## src/rtl/sgmii_seq_pkg.sv

```systemverilog
// Shared types for the SGMII link sequencer: state encoding and bit indices
// into the PCS status vector and the synchroniser bus.
package sgmii_seq_pkg;

  typedef enum logic [3:0] {
    PHY_RST   = 4'd0,
    PHY_WAIT  = 4'd1,
    PMA_RST   = 4'd2,
    WAIT_DONE = 4'd3,
    WAIT_LOCK = 4'd4,
    WAIT_LINK = 4'd5,
    UP        = 4'd6,
    RETRY     = 4'd7,
    FAIL      = 4'd8
  } seq_state_t;

  // Bit positions inside status_vector
  localparam int STS_LINK = 0;
  localparam int STS_SYNC = 1;

  // Layout of the synchroniser bus
  localparam int SYNC_W   = 4;
  localparam int SYN_DONE = 0;
  localparam int SYN_LOCK = 1;
  localparam int SYN_LINK = 2;
  localparam int SYN_SYNC = 3;

endpackage

```

## src/rtl/sgmii_seq_sync.sv

```systemverilog
// Parameterised-width two-flop synchroniser used to bring the GT, MMCM and
// PCS status signals into the sys0_clk domain. Adds two cycles of latency.
module sgmii_seq_sync
  import sgmii_seq_pkg::*;
#(
  parameter int WIDTH = SYNC_W
) (
  input  logic             i_clk,
  input  logic             i_rst,
  input  logic [WIDTH-1:0] i_async,
  output logic [WIDTH-1:0] o_sync
);

  (* ASYNC_REG = "TRUE" *) logic [WIDTH-1:0] r_meta;
  (* ASYNC_REG = "TRUE" *) logic [WIDTH-1:0] r_sync;

  // First stage may go metastable; second stage gives it a full cycle to settle
  always_ff @(posedge i_clk) begin
    if (i_rst) begin
      r_meta <= '0;
      r_sync <= '0;
    end else begin
      r_meta <= i_async;
      r_sync <= r_meta;
    end
  end

  assign o_sync = r_sync;

endmodule

```

## src/rtl/sgmii_link_sequencer.sv

```systemverilog
// Bring-up / recovery sequencer for the SGMII path (external PHY, GT PCS/PMA,
// txoutclk MMCM). Walks PHY reset, PMA reset, MMCM reset and PCS reset in
// order, qualifies the link from status_vector and retries on timeout.
// Optional build macro SGMII_LINK_SEQ_STATS_EN enables the link_drops counter.
module sgmii_link_sequencer
  import sgmii_seq_pkg::*;
#(
  parameter int PHY_RST_CYC     = 2000,
  parameter int PHY_WAIT_CYC    = 1000000,
  parameter int PMA_RST_CYC     = 4,
  parameter int TIMEOUT_CYC     = 4000000,
  parameter int LINK_STABLE_CYC = 2000,
  parameter int MAX_RETRY       = 4,
  parameter int TMR_W           = 24
) (
  input  logic        i_sys0_clk,
  input  logic        i_sys0_rst,
  input  logic        i_restart,
  input  logic        i_resetdone,
  input  logic        i_mmcm_locked,
  input  logic [15:0] i_status_vector,
  output logic        o_gmii_rstn,
  output logic        o_pma_reset,
  output logic        o_mmcm_reset,
  output logic        o_pcs_reset,
  output logic        o_link_up,
  output logic        o_fail,
  output logic [3:0]  o_retry_cnt,
  output logic [3:0]  o_seq_state,
  output logic [15:0] o_link_drops
);

  seq_state_t       r_state;
  seq_state_t       w_nextState;
  logic [TMR_W-1:0] r_timer;
  logic [TMR_W-1:0] w_timerNext;
  logic [TMR_W-1:0] r_stable;
  logic [TMR_W-1:0] w_stableNext;
  logic [3:0]       r_retryCnt;
  logic [3:0]       w_retryNext;
  logic             r_gmiiRstn, r_pmaReset, r_mmcmReset, r_pcsReset, r_linkUp, r_fail;
  logic             w_gmiiRstnNext, w_pmaResetNext, w_mmcmResetNext, w_pcsResetNext;
  logic             w_linkUpNext, w_failNext;
  logic             w_load, w_expired, w_linkOk, w_dropEvent;
  logic [SYNC_W-1:0] w_async;
  logic [SYNC_W-1:0] w_sync;

  assign w_async[SYN_DONE] = i_resetdone;
  assign w_async[SYN_LOCK] = i_mmcm_locked;
  assign w_async[SYN_LINK] = i_status_vector[STS_LINK];
  assign w_async[SYN_SYNC] = i_status_vector[STS_SYNC];

  sgmii_seq_sync #(.WIDTH(SYNC_W)) u_sync (
    .i_clk   (i_sys0_clk),
    .i_rst   (i_sys0_rst),
    .i_async (w_async),
    .o_sync  (w_sync)
  );

  assign w_linkOk  = w_sync[SYN_LINK] & w_sync[SYN_SYNC];
  assign w_expired = (r_timer == TMR_W'(1));

  // Next-state, counters and registered output values; restart overrides everything
  always_comb begin
    w_nextState     = r_state;
    w_load          = 1'b0;
    w_retryNext     = r_retryCnt;
    w_failNext      = r_fail;
    w_dropEvent     = 1'b0;
    w_timerNext     = r_timer;
    w_stableNext    = r_stable;
    w_gmiiRstnNext  = r_gmiiRstn;
    w_pmaResetNext  = r_pmaReset;
    w_mmcmResetNext = r_mmcmReset;
    w_pcsResetNext  = r_pcsReset;
    w_linkUpNext    = r_linkUp;

    if (i_restart) begin
      w_nextState = PHY_RST;
      w_retryNext = 4'd0;
      w_failNext  = 1'b0;
      w_load      = 1'b1;
    end else begin
      case (r_state)
        PHY_RST:   if (w_expired) w_nextState = PHY_WAIT;
        PHY_WAIT:  if (w_expired) w_nextState = PMA_RST;
        PMA_RST:   if (w_expired) w_nextState = WAIT_DONE;
        WAIT_DONE: begin
          if (w_sync[SYN_DONE])  w_nextState = WAIT_LOCK;
          else if (w_expired)    w_nextState = RETRY;
        end
        WAIT_LOCK: begin
          if (w_sync[SYN_LOCK])  w_nextState = WAIT_LINK;
          else if (w_expired)    w_nextState = RETRY;
        end
        WAIT_LINK: begin
          if (w_linkOk && (r_stable == TMR_W'(1))) w_nextState = UP;
          else if (w_expired)                       w_nextState = RETRY;
        end
        UP: begin
          if (!w_sync[SYN_LOCK] || !w_sync[SYN_DONE]) begin
            w_nextState = RETRY;
            w_dropEvent = 1'b1;
          end else if (!w_linkOk) begin
            w_nextState = WAIT_LINK;
            w_dropEvent = 1'b1;
          end
        end
        RETRY: begin
          w_retryNext = r_retryCnt + 4'd1;
          w_nextState = (w_retryNext == 4'(MAX_RETRY)) ? FAIL : PHY_RST;
        end
        FAIL:      w_nextState = FAIL;
        default:   w_nextState = PHY_RST;
      endcase
      if (w_nextState != r_state) w_load = 1'b1;
    end

    if (w_load) begin
      case (w_nextState)
        PHY_RST:   w_timerNext = TMR_W'(PHY_RST_CYC);
        PHY_WAIT:  w_timerNext = TMR_W'(PHY_WAIT_CYC);
        PMA_RST:   w_timerNext = TMR_W'(PMA_RST_CYC);
        WAIT_DONE,
        WAIT_LOCK,
        WAIT_LINK: w_timerNext = TMR_W'(TIMEOUT_CYC);
        default:   w_timerNext = '0;
      endcase
    end else if (r_timer != '0) begin
      w_timerNext = r_timer - TMR_W'(1);
    end

    if ((w_nextState == WAIT_LINK) && ((r_state != WAIT_LINK) || !w_linkOk)) begin
      w_stableNext = TMR_W'(LINK_STABLE_CYC);
    end else if ((r_state == WAIT_LINK) && w_linkOk && (r_stable != '0)) begin
      w_stableNext = r_stable - TMR_W'(1);
    end

    case (w_nextState)
      PHY_RST: begin
        w_gmiiRstnNext  = 1'b0;
        w_pmaResetNext  = 1'b1;
        w_mmcmResetNext = 1'b1;
        w_pcsResetNext  = 1'b1;
        w_linkUpNext    = 1'b0;
      end
      PHY_WAIT:  w_gmiiRstnNext  = 1'b1;
      PMA_RST:   w_pmaResetNext  = 1'b1;
      WAIT_DONE: w_pmaResetNext  = 1'b0;
      WAIT_LOCK: w_mmcmResetNext = 1'b0;
      WAIT_LINK: begin
        w_pcsResetNext = 1'b0;
        w_linkUpNext   = 1'b0;
      end
      UP:        w_linkUpNext    = 1'b1;
      RETRY:     w_linkUpNext    = 1'b0;
      FAIL: begin
        w_failNext      = 1'b1;
        w_gmiiRstnNext  = 1'b0;
        w_pmaResetNext  = 1'b1;
        w_mmcmResetNext = 1'b1;
        w_pcsResetNext  = 1'b1;
        w_linkUpNext    = 1'b0;
      end
      default: ;
    endcase
  end

  // State, timers and all outputs are registered together
  always_ff @(posedge i_sys0_clk) begin
    if (i_sys0_rst) begin
      r_state     <= PHY_RST;
      r_timer     <= TMR_W'(PHY_RST_CYC);
      r_stable    <= TMR_W'(LINK_STABLE_CYC);
      r_retryCnt  <= 4'd0;
      r_gmiiRstn  <= 1'b0;
      r_pmaReset  <= 1'b1;
      r_mmcmReset <= 1'b1;
      r_pcsReset  <= 1'b1;
      r_linkUp    <= 1'b0;
      r_fail      <= 1'b0;
    end else begin
      r_state     <= w_nextState;
      r_timer     <= w_timerNext;
      r_stable    <= w_stableNext;
      r_retryCnt  <= w_retryNext;
      r_gmiiRstn  <= w_gmiiRstnNext;
      r_pmaReset  <= w_pmaResetNext;
      r_mmcmReset <= w_mmcmResetNext;
      r_pcsReset  <= w_pcsResetNext;
      r_linkUp    <= w_linkUpNext;
      r_fail      <= w_failNext;
    end
  end

`ifdef SGMII_LINK_SEQ_STATS_EN
  logic [15:0] r_linkDrops;
  logic        w_unused;

  assign w_unused = ^i_status_vector[15:2];

  // Saturating count of link losses seen from UP; only sys0_rst clears it
  always_ff @(posedge i_sys0_clk) begin
    if (i_sys0_rst) begin
      r_linkDrops <= 16'h0000;
    end else if (w_dropEvent && !i_restart && (r_linkDrops != 16'hFFFF)) begin
      r_linkDrops <= r_linkDrops + 16'd1;
    end
  end

  assign o_link_drops = r_linkDrops;
`else
  logic w_unused;

  assign w_unused     = ^{i_status_vector[15:2], w_dropEvent};
  assign o_link_drops = 16'h0000;
`endif

  assign o_gmii_rstn  = r_gmiiRstn;
  assign o_pma_reset  = r_pmaReset;
  assign o_mmcm_reset = r_mmcmReset;
  assign o_pcs_reset  = r_pcsReset;
  assign o_link_up    = r_linkUp;
  assign o_fail       = r_fail;
  assign o_retry_cnt  = r_retryCnt;
  assign o_seq_state  = r_state;

endmodule

```

## config.mk

```make
export PLATFORM = sky130hd
export DESIGN_NAME = sgmii_link_sequencer
export DESIGN_NICKNAME = d
export VERILOG_FILES = /design/src/rtl/sgmii_seq_pkg.sv /design/src/rtl/sgmii_seq_sync.sv /design/src/rtl/sgmii_link_sequencer.sv
export SDC_FILE = /design/constraint.sdc
export NUM_CORES = 1
export LEC_CHECK = 0
export ABC_AREA = 1
export ABC_CLOCK_PERIOD_IN_PS = 2000
export CAP_MARGIN = 20
export CORE_UTILIZATION = 56
export DETAILED_ROUTE_END_ITERATION = 8
export PLACE_DENSITY_LB_ADDON = 0.3
export SLEW_MARGIN = 20
export SYNTH_ARGS = -nofsm -noshare
export SYNTH_HDL_FRONTEND = slang
export SYNTH_SLANG_ARGS = --single-unit
```

## constraint.sdc

```tcl
create_clock -name i_sys0_clk -period 2 [get_ports i_sys0_clk]
set_input_delay 0.4 -clock i_sys0_clk [delete_from_list [all_inputs] [get_ports i_sys0_clk]]
set_output_delay 0.4 -clock i_sys0_clk [all_outputs]
set_load 0.1 [all_outputs]
```

Word level (Yosys, flattened, before mapping)
Cells that the tools add are included.

word-level totals
  register bits after elaboration = 70
  latch bits = 0
  memory bits (writable) = 0
  bits in read-only memories = 0
  input bits = 21
  output and inout bits = 30
  word-level logic and storage cells = 88
  memories = 0

cells by class
  add/sub/neg operators = 3
  multiply operators = 0
  divide/modulo/power cells = 0
  magnitude comparators = 0
  eq/ne operators = 21
  shift operators = 0
  multiplexer cells = 25
  bitwise logic cells = 1
  reduce and logical (&&, ||, !) cells = 26

operators by type and width
  operator               number
  $pmux 22 s4            1
  $eq 24x1->1 const B    2
  $mux 24                2
  $mux 4                 12
  $reduce_bool 24->1     2
  $sub 24x1->24 const B  2
  $eq 4x3->1 const B     9
  $pmux 4 s9             1
  $eq 4x2->1 const B     4
  $reduce_bool 2->1      7
  $pmux 1 s2             5
  $eq 4x1->1 const B     2
  $eq 4x4->1 const B     2
  $logic_not 4->1        2
  $reduce_or 2->1        3
  $reduce_or 3->1        2
  $add 4x1->4 const B    1
  $logic_and 1x1->1      4
  $mux 1                 4
  $ne 4x3->1 const B     1
  $ne 4x4->1             1
  $reduce_or 4->1        1
  $logic_not 1->1        3
  $logic_or 1x1->1       2
  $and 1x1->1            1

Depth between registers and ports, before layout
Gate-level depths: netlist of run 1.

  word-level depth = 10
  mapped depth = 17
  depth with buffers taken out = 17

Hierarchy
A second synthesis of run 1 with hierarchy kept.

second synthesis, totals
  cells, all modules = 574
  area, all modules = 4087.7 sq um

modules (own cells, without submodules)
  module                instances  cells an instance  area an instance (sq um)  seq. area each (sq um)
  sgmii_link_sequencer  1          549                3856.2                    1241.2
  sgmii_seq_sync        1          25                 231.5                     160.2

Worst setup path before layout of run 1
OpenSTA, ideal clock, no wires.

  path kind = reg2reg
  start = register r_state[2] (netlist: o_seq_state[2])
  end = register r_stable[9]
  library setup time = 123 ps
  arrival time = 2587 ps
  data required time = 1877 ps
  path slack = -710 ps
  stages on the path, launching flop included = 13
  path buffers = 0
  clock period less this slack = 2710 ps
  path through = dfxtp_1 > inv_2 > nor2_4 > nand3_1 > nor2_2 > nand2_2 > inv_2 > nand2_2 > nor2_4 > nand2_2 > nor2_1 > xor2_1 > or2_2

on the way
  word-level cells in the longest chain between the ends = 8
  elaborated cells between the ends (all ways) = 28
  classes of those cells = eq/ne (10); mux (12); reduce/logical (6)

ends and longest elaborated chain
  what                                            RTL line                     text
  from (decl)                                     sgmii_link_sequencer.sv:33   seq_state_t r_state;
  from (signal assigned)                          sgmii_link_sequencer.sv:183  r_state <= w_nextState;
  $mux 4, on equally long branches (2 in series)  -
  $pmux 4 s9                                      sgmii_link_sequencer.sv:84   case (r_state)
  $mux 4 (2 in series)                            sgmii_link_sequencer.sv:78   if (i_restart) begin
  $eq 4x3->1                                      sgmii_link_sequencer.sv:133  if ((w_nextState == WAIT_LINK) && ((r_state != WAIT_LINK) || !w_linkOk)) begin
  $logic_and 1x1->1                               sgmii_link_sequencer.sv:133
  $reduce_or 2->1 (no source line)                -
  to (signal assigned)                            sgmii_link_sequencer.sv:174  r_stable <= TMR_W'(LINK_STABLE_CYC);
  to (signal assigned)                            sgmii_link_sequencer.sv:185  r_stable <= w_stableNext;
  to (decl)                                       sgmii_link_sequencer.sv:37   logic [TMR_W-1:0] r_stable;

Parallel ways exist; a longest one is shown, timed or not. The select of a mux whose other input is x is not followed.
A chain may end at the register's enable or synchronous reset.

Final worst setup path of run 1
  start = register r_timer[13]
  end = register r_timer[10]

on the way
  word-level cells in the longest chain between the ends = 10
  elaborated cells between the ends (all ways) = 25
  classes of those cells = eq/ne (7); mux (14); reduce/logical (4)

ends and longest elaborated chain
  what                                      RTL line                                                                            text
  from (decl)                               sgmii_link_sequencer.sv:35                                                          logic [TMR_W-1:0] r_timer;
  from (signal assigned)                    sgmii_link_sequencer.sv:173                                                         r_timer <= TMR_W'(PHY_RST_CYC);
  from (signal assigned)                    sgmii_link_sequencer.sv:184                                                         r_timer <= w_timerNext;
  $eq 24x1->1                               sgmii_link_sequencer.sv:61                                                          assign w_expired = (r_timer == TMR_W'(1));
  $mux 4                                    sgmii_link_sequencer.sv:90, sgmii_link_sequencer.sv:94, sgmii_link_sequencer.sv:98
  $mux 4, on equally long branches          sgmii_link_sequencer.sv:97, sgmii_link_sequencer.sv:89, sgmii_link_sequencer.sv:93
  $pmux 4 s9                                sgmii_link_sequencer.sv:84
  $mux 4 (2 in series)                      sgmii_link_sequencer.sv:78
  $eq 4x3->1 or $eq 4x2->1 (tied branches)  sgmii_link_sequencer.sv:120                                                         case (w_nextState)
  $reduce_or 3->1                           sgmii_link_sequencer.sv:120
  $pmux 22 s4                               sgmii_link_sequencer.sv:120
  $mux 24                                   sgmii_link_sequencer.sv:119                                                         if (w_load) begin

Parallel ways exist; a longest one is shown, timed or not. The select of a mux whose other input is x is not followed.

==> impl_results.md, run 1 <==
* Die Wd at a little under 90 µm
* Clk root buf: clkbuf_8
* Most common cell in the netlist: nand2_1
* Area Overhead vs Synth at 35.83%
* Number of nets with antenna violations after routing at 0
* Crit-path max FO at 5
* Setup Viol. Count Final at 49
* Setup TNS at -2979 ps
* Core box area at roughly 7000 µm²
* Antenna diode count at 0
* Synthesized area per cell at 7.021 µm²
* Post-synthesis sequential area ratio at 0.3465
* CTS tree: built
* I/O Pins at just over 50
* Mapped cell area at ~4000 µm²
* Share of layout cells above drive strength 1 at 0.3888
* Pin count of the biggest net entering global routing at 14
* Slowest CP cell: dfxtp_1
* Largest stage delay on the critical path at about 350 ps
* Uppermost layer routed: met4
* Unique masters post-synth at 39
* Met2 WL post-DR at 6297 µm
* Initial antenna violation count at 0
* Num CTS Buffers at 9
* Port-buffer cells at 20
* Critical path arrival at 2420 ps
* Yosys warnings at 0
* Final Hold Vio Count at 0
* Cells after Synth at about 580
* Worst Clk Skew at 16.52 ps
* Worst Setup Path Type: register to register
* Slew Viols, Final at 0
* Clk sinks at 70
* Worst-Skew Late Latency at 370 ps
* DRC Markers at 0
* Met1 WL at 4815 µm
* Clock transition at path regs at roughly 90 ps
* Power Total at 2.951 mW
* Htree depth at 3
* Outcome: finished with violations
* EDFF count, synth at 0
* Clock Tree Buf Depth at 2
* CP most frequent cell: nand2_1
* Layout Nets at 721
* Row count at 30
* Routed WL at between 10000 and 15000 µm
* Commonest cells post-synth: nand2_1 (140), nor2_1 (92), dfxtp_1 (70)
* Max-cap viol count at 0
* Share of the synthesized area in the top cell type at 0.3465
* WP data required at 2260 ps
* Area contributors post-synth: dfxtp_1 (35%), nand2_1 (13%), nor2_1 (8.5%), inv_1 (4.6%), xor2_1 (4.5%)
* Dpl ws at -29.91 ps
* Post-Layout Cell Count at 793
* Routed WL per cell at roughly 16 µm
* Vias/cell at about 5.5
* FMAX at 0.4630 GHz
* Cell Chain, Critical Path: nor2_1 > nand2_1 > nor2_4 > nand3_4 > nand3_1 > nand2_1 > nand3_1 > nand2_2 > nor2_4 > nand2_4 > nand2_2 > nand2_1 > nand2_1 > nand2_1
* Vias in the first global route at 3817
* Yosys reg bits at 70
* # fillers at 416
* Routed length on met3 at 758 µm
* Initial DRC count at 236
* Worst vdd ir at around 0.44 mV
* Initial Utilization at 0.5887
* First-pass GRT wire length at around 16000 µm
* Failing checks: negative setup slack
* Via count at around 4.4k
* Post-Place Cells at 753
* Cell taking the most area after synthesis: dfxtp_1
* Total GRT Usage at 0.2709
* Reg area at between 1000 and 1500 µm²
* RSZ-0062 raised after global routing: true
* CP endpoint kind: register
* Top FF cell, synth: dfxtp_1
* Async set or reset register ratio after synthesis at 0
* Cell leakage power at 2.606 nW
* Post-route setup slack at -160.0 ps
* DR pass1 iterations at 5
* Total gr overflow at 0
* Multi-input logic area at roughly 2700 µm²
* Minimum clock period at between 2000 and 2500 ps
* Startpoint Class: register
* DIE HEIGHT at between 80 and 90 µm
* DP Wirelength at 7234 µm
* Worst Hold Class: register to register
* Pwr dens at ~540 nW/µm²
* Period utilization at 1.080
* DIE AREA at 7565 µm²
* GP Congestion at 0.9200
==> per-stage QoR <==
stage | util | hold WS (ps) | cell area [µm²]
floorplan | - | 388.3 | 4141
global placement | 0.6965 | 390.8 | 4785
detailed placement | 0.6965 | 394.6 | 4785
CTS | 0.7270 | 406.2 | 4994
global route | 0.7996 | 420.4 | 5493
finish | 0.7996 | 399.4 | 5493
==> registers in the layout, summed over array words and instances, names as in the netlist <==
| signal | count |
|---|---|
| o_retry_cnt | 4 |
| o_mmcm_reset | 1 |
| o_seq_state | 4 |
| r_timer | 24 |
| o_pma_reset | 1 |
| u_sync.r_meta | 4 |
| o_pcs_reset | 1 |
| o_link_up | 1 |
| r_stable | 24 |
| u_sync.o_sync | 4 |
| o_gmii_rstn | 1 |
| o_fail | 1 |
==> critical path: cells and delay by family, from the launching register on <==
| family | cells | cell delay, ps |
|---|---|---|
| AND/OR/NAND/NOR | 14 | 1680 |
| flip-flops | 1 | 350 |
==> report_power, final <==
group | leakage [nW] | total [mW] | switching (mW) | internal [mW]
Sequential | 0.577 | 1.42 | 0.0137 | 1.41
Combinational | 1.94 | 0.365 | 0.258 | 0.107
Clock | 0.0923 | 1.17 | 0.593 | 0.574
==> metal layers <==
metal / GRT usage / vias up
met5: 0 / -
met4: 0.1242 / 0
met3: 0.05782 / 56
met2: 0.4825 / 224
met1: 0.3092 / 2074
li1: - / 2024
==> repair_timing <==
action,4_1_cts,5_1_grt
pin swaps,3,33
buffers inserted,0,22
setup endpoints to repair,17,53
hold buffers,0,0
resized for setup,7,104
cloned,0,2
==> cell families after synthesis <==
kind of cell               share of synthesized area
AOI/OAI and AO/OA                            0.06590
xor gates and xnor gates                     0.06714
adders and majority gates                    0.02475
buffers and inverters                        0.09189
DFF                                           0.3465
other                                      0.0009273
and+or+nand+nor                               0.4029
==> cells in the final DEF (no fill, tap or decap), drive strengths merged <==
master,synthesis,layout
nand3b,1,1
ha,8,8
xor2,21,21
buf,18,104
o211ai,1,1
clkinv,1,4
nand2,158,159
o2bb2ai,1,1
nand4,8,8
nor3,8,8
clkbuf,3,10
clkinvlp,0,2
or2,8,8
conb,1,16
xnor2,10,10
o31ai,2,2
nand3,38,38
dfxtp,70,70
a21oi,26,26
clkdlybuf4s50,0,6
inv,56,56
bufinv,0,1
nor4,6,6
nor3b,1,1
and3,1,1
nor2,112,112
o21ai,17,17
==> layout make-up <==
class                      count  area share
timing repair buffer         110      0.1581
inverter                      57     0.04077
multi-input combinational    444      0.4827
clock buffer                  10     0.02323
clock inverter                 6     0.01162
sequential                    70      0.2617
tap                           96     0.02187
==> worst paths after layout <==
path,from,end,slack (ps),cells after the start
max,r_timer[13],r_timer[10],-160,14
max reg2reg,r_timer[13],r_timer[10],-160,14
min reg2reg,u_sync.r_meta[3],u_sync.o_sync[3],400,2
min,u_sync.r_meta[3],u_sync.o_sync[3],400,2
Power figures use the tool's default switching activity.
==> run 2, diff against run 1 <==
--- a/config.mk
+++ b/config.mk
@@ -5,12 +5,12 @@
 export SDC_FILE = /design/constraint.sdc
 export NUM_CORES = 1
 export LEC_CHECK = 0
-export ABC_AREA = 1
 export ABC_CLOCK_PERIOD_IN_PS = 2000
 export CAP_MARGIN = 20
-export CORE_UTILIZATION = 56
+export CORE_UTILIZATION = 55
 export DETAILED_ROUTE_END_ITERATION = 8
 export PLACE_DENSITY_LB_ADDON = 0.3
+export RECOVER_POWER = 25
 export SLEW_MARGIN = 20
 export SYNTH_ARGS = -nofsm -noshare
 export SYNTH_HDL_FRONTEND = slang
==> constraint.sdc (replaced) <==
create_clock -name i_sys0_clk -period 2 [get_ports i_sys0_clk]
set_input_delay 0.3 -clock i_sys0_clk [delete_from_list [all_inputs] [get_ports i_sys0_clk]]
set_output_delay 0.3 -clock i_sys0_clk [all_outputs]
set_load 0.1 [all_outputs]
==> impl_results.md, run 2 <==
* Period utilization at 1.249 (+0.1689)
* Most frequent cells in the layout: buf_4 (125), dfxtp_1 (58), nor2_1 (44)
* DIE HEIGHT at 84.59 µm (-2.7%)
* Util after Layout at 0.8222 (+0.02253)
* WP data required at 2270 ps (about the same)
* XOR/XNOR share of the synthesized area at 0.1004 (+0.03326)
* Num CTS Buffers at 9 (unchanged)
* Commonest cells post-synth: dfxtp_1 (70), nor2_1 (52), nand2_1 (27)
* Cell Chain, Critical Path: inv_2 > ha_4 > or3b_4 > nor2_4 > buf_4 > buf_4 > nand4b_1 > o311ai_4 > buf_4 > nor3_4 > a32oi_2 > nor2_1
* Total GRT Usage at 0.2918 (+0.02090)
* Row count at 29 (-3.3%)
* I/O Pins at 51 (unchanged)
* FMAX at 0.4003 GHz (-14%)
* Area Overhead vs Synth at 41.56%
* Outcome: finished with violations
* Share of layout cells above drive strength 1 at 0.3965 (+0.007682)
* CP endpoint kind: register
* Pwr dens at 557.8 nW/µm² (+3.8%)
* Slew Viols, Final at 0 (unchanged)
* Max-cap viol count at 0 (unchanged)
* Port-buffer cells at 20 (unchanged)
* Hold-fix buffers, CTS at 0 (unchanged)
* CP Launch Point: r_timer[1]
* Worst Clk Skew at 12.82 ps (-3.697 ps)
* Number of nets with antenna violations after routing at 0 (unchanged)
* Initial antenna violation count at 0 (unchanged)
* Worst Setup Path Type: register to register
* CP top delay family: simple AND/OR/NAND/NOR gates
* DIE AREA at 7155 µm² (-5.4%)
* Total gr overflow at 0 (unchanged)
* Initial Utilization at 0.5808 (-0.007924)
* Area contributors post-synth: dfxtp_1 (37%), xor2_1 (5.8%), nor2_1 (5.2%), xnor2_1 (4.2%), buf_4 (3.4%)
* Final Hold Vio Count at 0 (unchanged)
* Clock Tree Buf Depth at 2 (unchanged)
* Vias/cell at 5.862 (+6.2%)
* CTS tree: built
* Adder-cell share of the synthesized area at 0.02935 (+0.004600)
* Pin count of the biggest net entering global routing at 25 (+11)
* Post-Synth Simple-Gate Area at 0.2899 (-0.1130)
* Async set or reset register ratio after synthesis at 0 (unchanged)
* Post-synthesis mux area share at 0.002668 (+0.002668)
* Synthesized area per cell at 8.663 µm² (+23%)
* Failing checks: negative setup slack
* Top FF cell, synth: dfxtp_1
* Worst-Skew Late Latency at 370 ps (about the same)
* Yosys reg bits at 70 (unchanged)
* CP most frequent cell: buf_4
* Startpoint Class: register
* Initial DRC count at 223 (-5.5%)
* Clk root buf: clkbuf_8
* DRC Markers at 0 (unchanged)
* Clock transition at path regs at 80 ps (about the same)
* Mapped cell area at 3751 µm² (-7.2%)
* First-pass GRT wire length at 16550 µm (+2.5%)
* Routed WL at 11090 µm (-10%)
* Compound-Gate Fraction of Synth Area at 0.1364 (+0.07052)
* WP buf/inv at 4 (+4)
* Largest stage delay on the critical path at 460 ps (+110 ps)
* Via count at 3793 (-13%)
* Critical R2R Launch: r_timer[1]
* EDFF count, synth at 0 (unchanged)
* Minimum clock period at 2498 ps (+337.8 ps)
* Routed WL per cell at 17.14 µm (+10%)
* DP Wirelength at 6770 µm (-6.4%)
* Core box area at 6459 µm² (-6.0%)
* Die Wd at 84.59 µm (-2.7%)
* Post-synthesis sequential area ratio at 0.3736 (+0.02705)
* Crit-path max FO at 8 (+3)
* Cell taking the most area after synthesis: dfxtp_1
* Htree depth at 3 (unchanged)
* Post-Place Cell Area at 4778 µm² (-0.13%)
* Slew margin rel. at 0.3998
* RSZ-0062 raised after global routing: true
* Power Total at 2.962 mW (+0.39%)
* Share of the synthesized area in the top cell type at 0.3736 (+0.02705)
* Largest family of logic cells by synthesized area: simple AND/OR/NAND/NOR gates
* GP Congestion at 0.9263 (+0.68%)
* Worst Max-Slew Pin Slew at 900.3 ps
* Commonest non-fill, non-tap cell in the layout: buf_4
* Unique masters post-synth at 67 (+72%)
* Worst vdd ir at 0.5373 mV (+21%)
* Clk sinks at 70 (unchanged)
* Worst Hold Class: register to register
* DR pass1 iterations at 8 (+3)
* Critical path arrival at 2770 ps (+350 ps)
* Cell leakage power at 2.089 nW (-20%)
* Layout Nets at 594 (-18%)
* Antenna diode count at 0 (unchanged)
* Cells after Synth at 433 (-25%)
* Vias in the first global route at 3611 (-5.4%)
* Design area at 5310 µm² (-3.3%)
* Setup Viol. Count Final at 54 (+10%)
* Hold Startpoint: u_sync.r_meta[2]
* Yosys warnings at 0 (unchanged)
* Post-route setup slack at -497.8 ps (-337.8 ps)
* Setup TNS at -18490 ps (-15510 ps)
* Slowest CP cell: nor3_4
* Biggest regs: r_stable x24, r_timer x24
* Most common cell in the netlist: dfxtp_1
==> run 2: cell types whose count changed in the layout (fill, tap and decap cells not counted), moves of 13 or more <==
cell	previous run	this run
nand2_1	116	24
nor2_4	15	2
nor2_1	70	44
buf_4	99	125
nand3_1	26	9
inv_1	42	10
nand2_2	33	2
nor2_2	26	7
==> run 2: final cells by class <==
type / count / area [µm²]
sequential: 70 / 1431
clock buffer: 10 / 127.6
tap: 77 / 96.34
fill: 340 / 1149
timing repair buffer: 139 / 1090
clock inverter: 6 / 52.55
multi-input combinational: 332 / 2461
inverter: 13 / 51.30
==> run 2: timing repair <==
action	in CTS	in global routing
endpoints found under the setup margin	54	54
resized for setup	42	25
pin swaps	18	29
buffers inserted	6	8
gates cloned	0	0
==> run 2: path summary, 6_finish.rpt <==
check	end	slack [ps]	depth (start not counted)
worst min register to register	u_sync.o_sync[2]	440	1
worst max register to register	r_timer[2]	-500	12
worst max-delay path	r_timer[2]	-500	12
worst min-delay path	u_sync.o_sync[2]	440	1
==> run 2: metal layers <==
metal,vias up,GRT usage,wire length [µm]
met1,1827,0.3370,4434
met5,-,0,0
met3,39,0.07375,719
met4,0,0.1202,327
met2,172,0.5144,5610
li1,1755,-,-
==> run 2: kinds of logic after synthesis <==
group,count (synthesis)
adders and majority gates,9
and+or+nand+nor,189
muxes,1
DFF,70
AOI/OAI and AO/OA,74
other,1
buffers and inverters,46
xor gates and xnor gates,43
==> run 2: power by group <==
group / leakage, nW / internal (mW) / switching, mW
Clock: 0.0949 / 0.562 / 0.554
Sequential: 0.576 / 1.41 / 0.0187
Combinational: 1.42 / 0.135 / 0.280
==> run 2: per-stage QoR <==
step | setup slack, ps | hold WS (ps) | std cells
5_1_grt | -532.8 | 452.4 | 647
4_1_cts | -239.4 | 437.8 | 640
2_1_floorplan | -213.4 | 413.8 | 448
6_report | -497.8 | 441.8 | 647
3_3_place_gp | -277.2 | 421.8 | 618
3_5_place_dp | -308.2 | 426.2 | 618
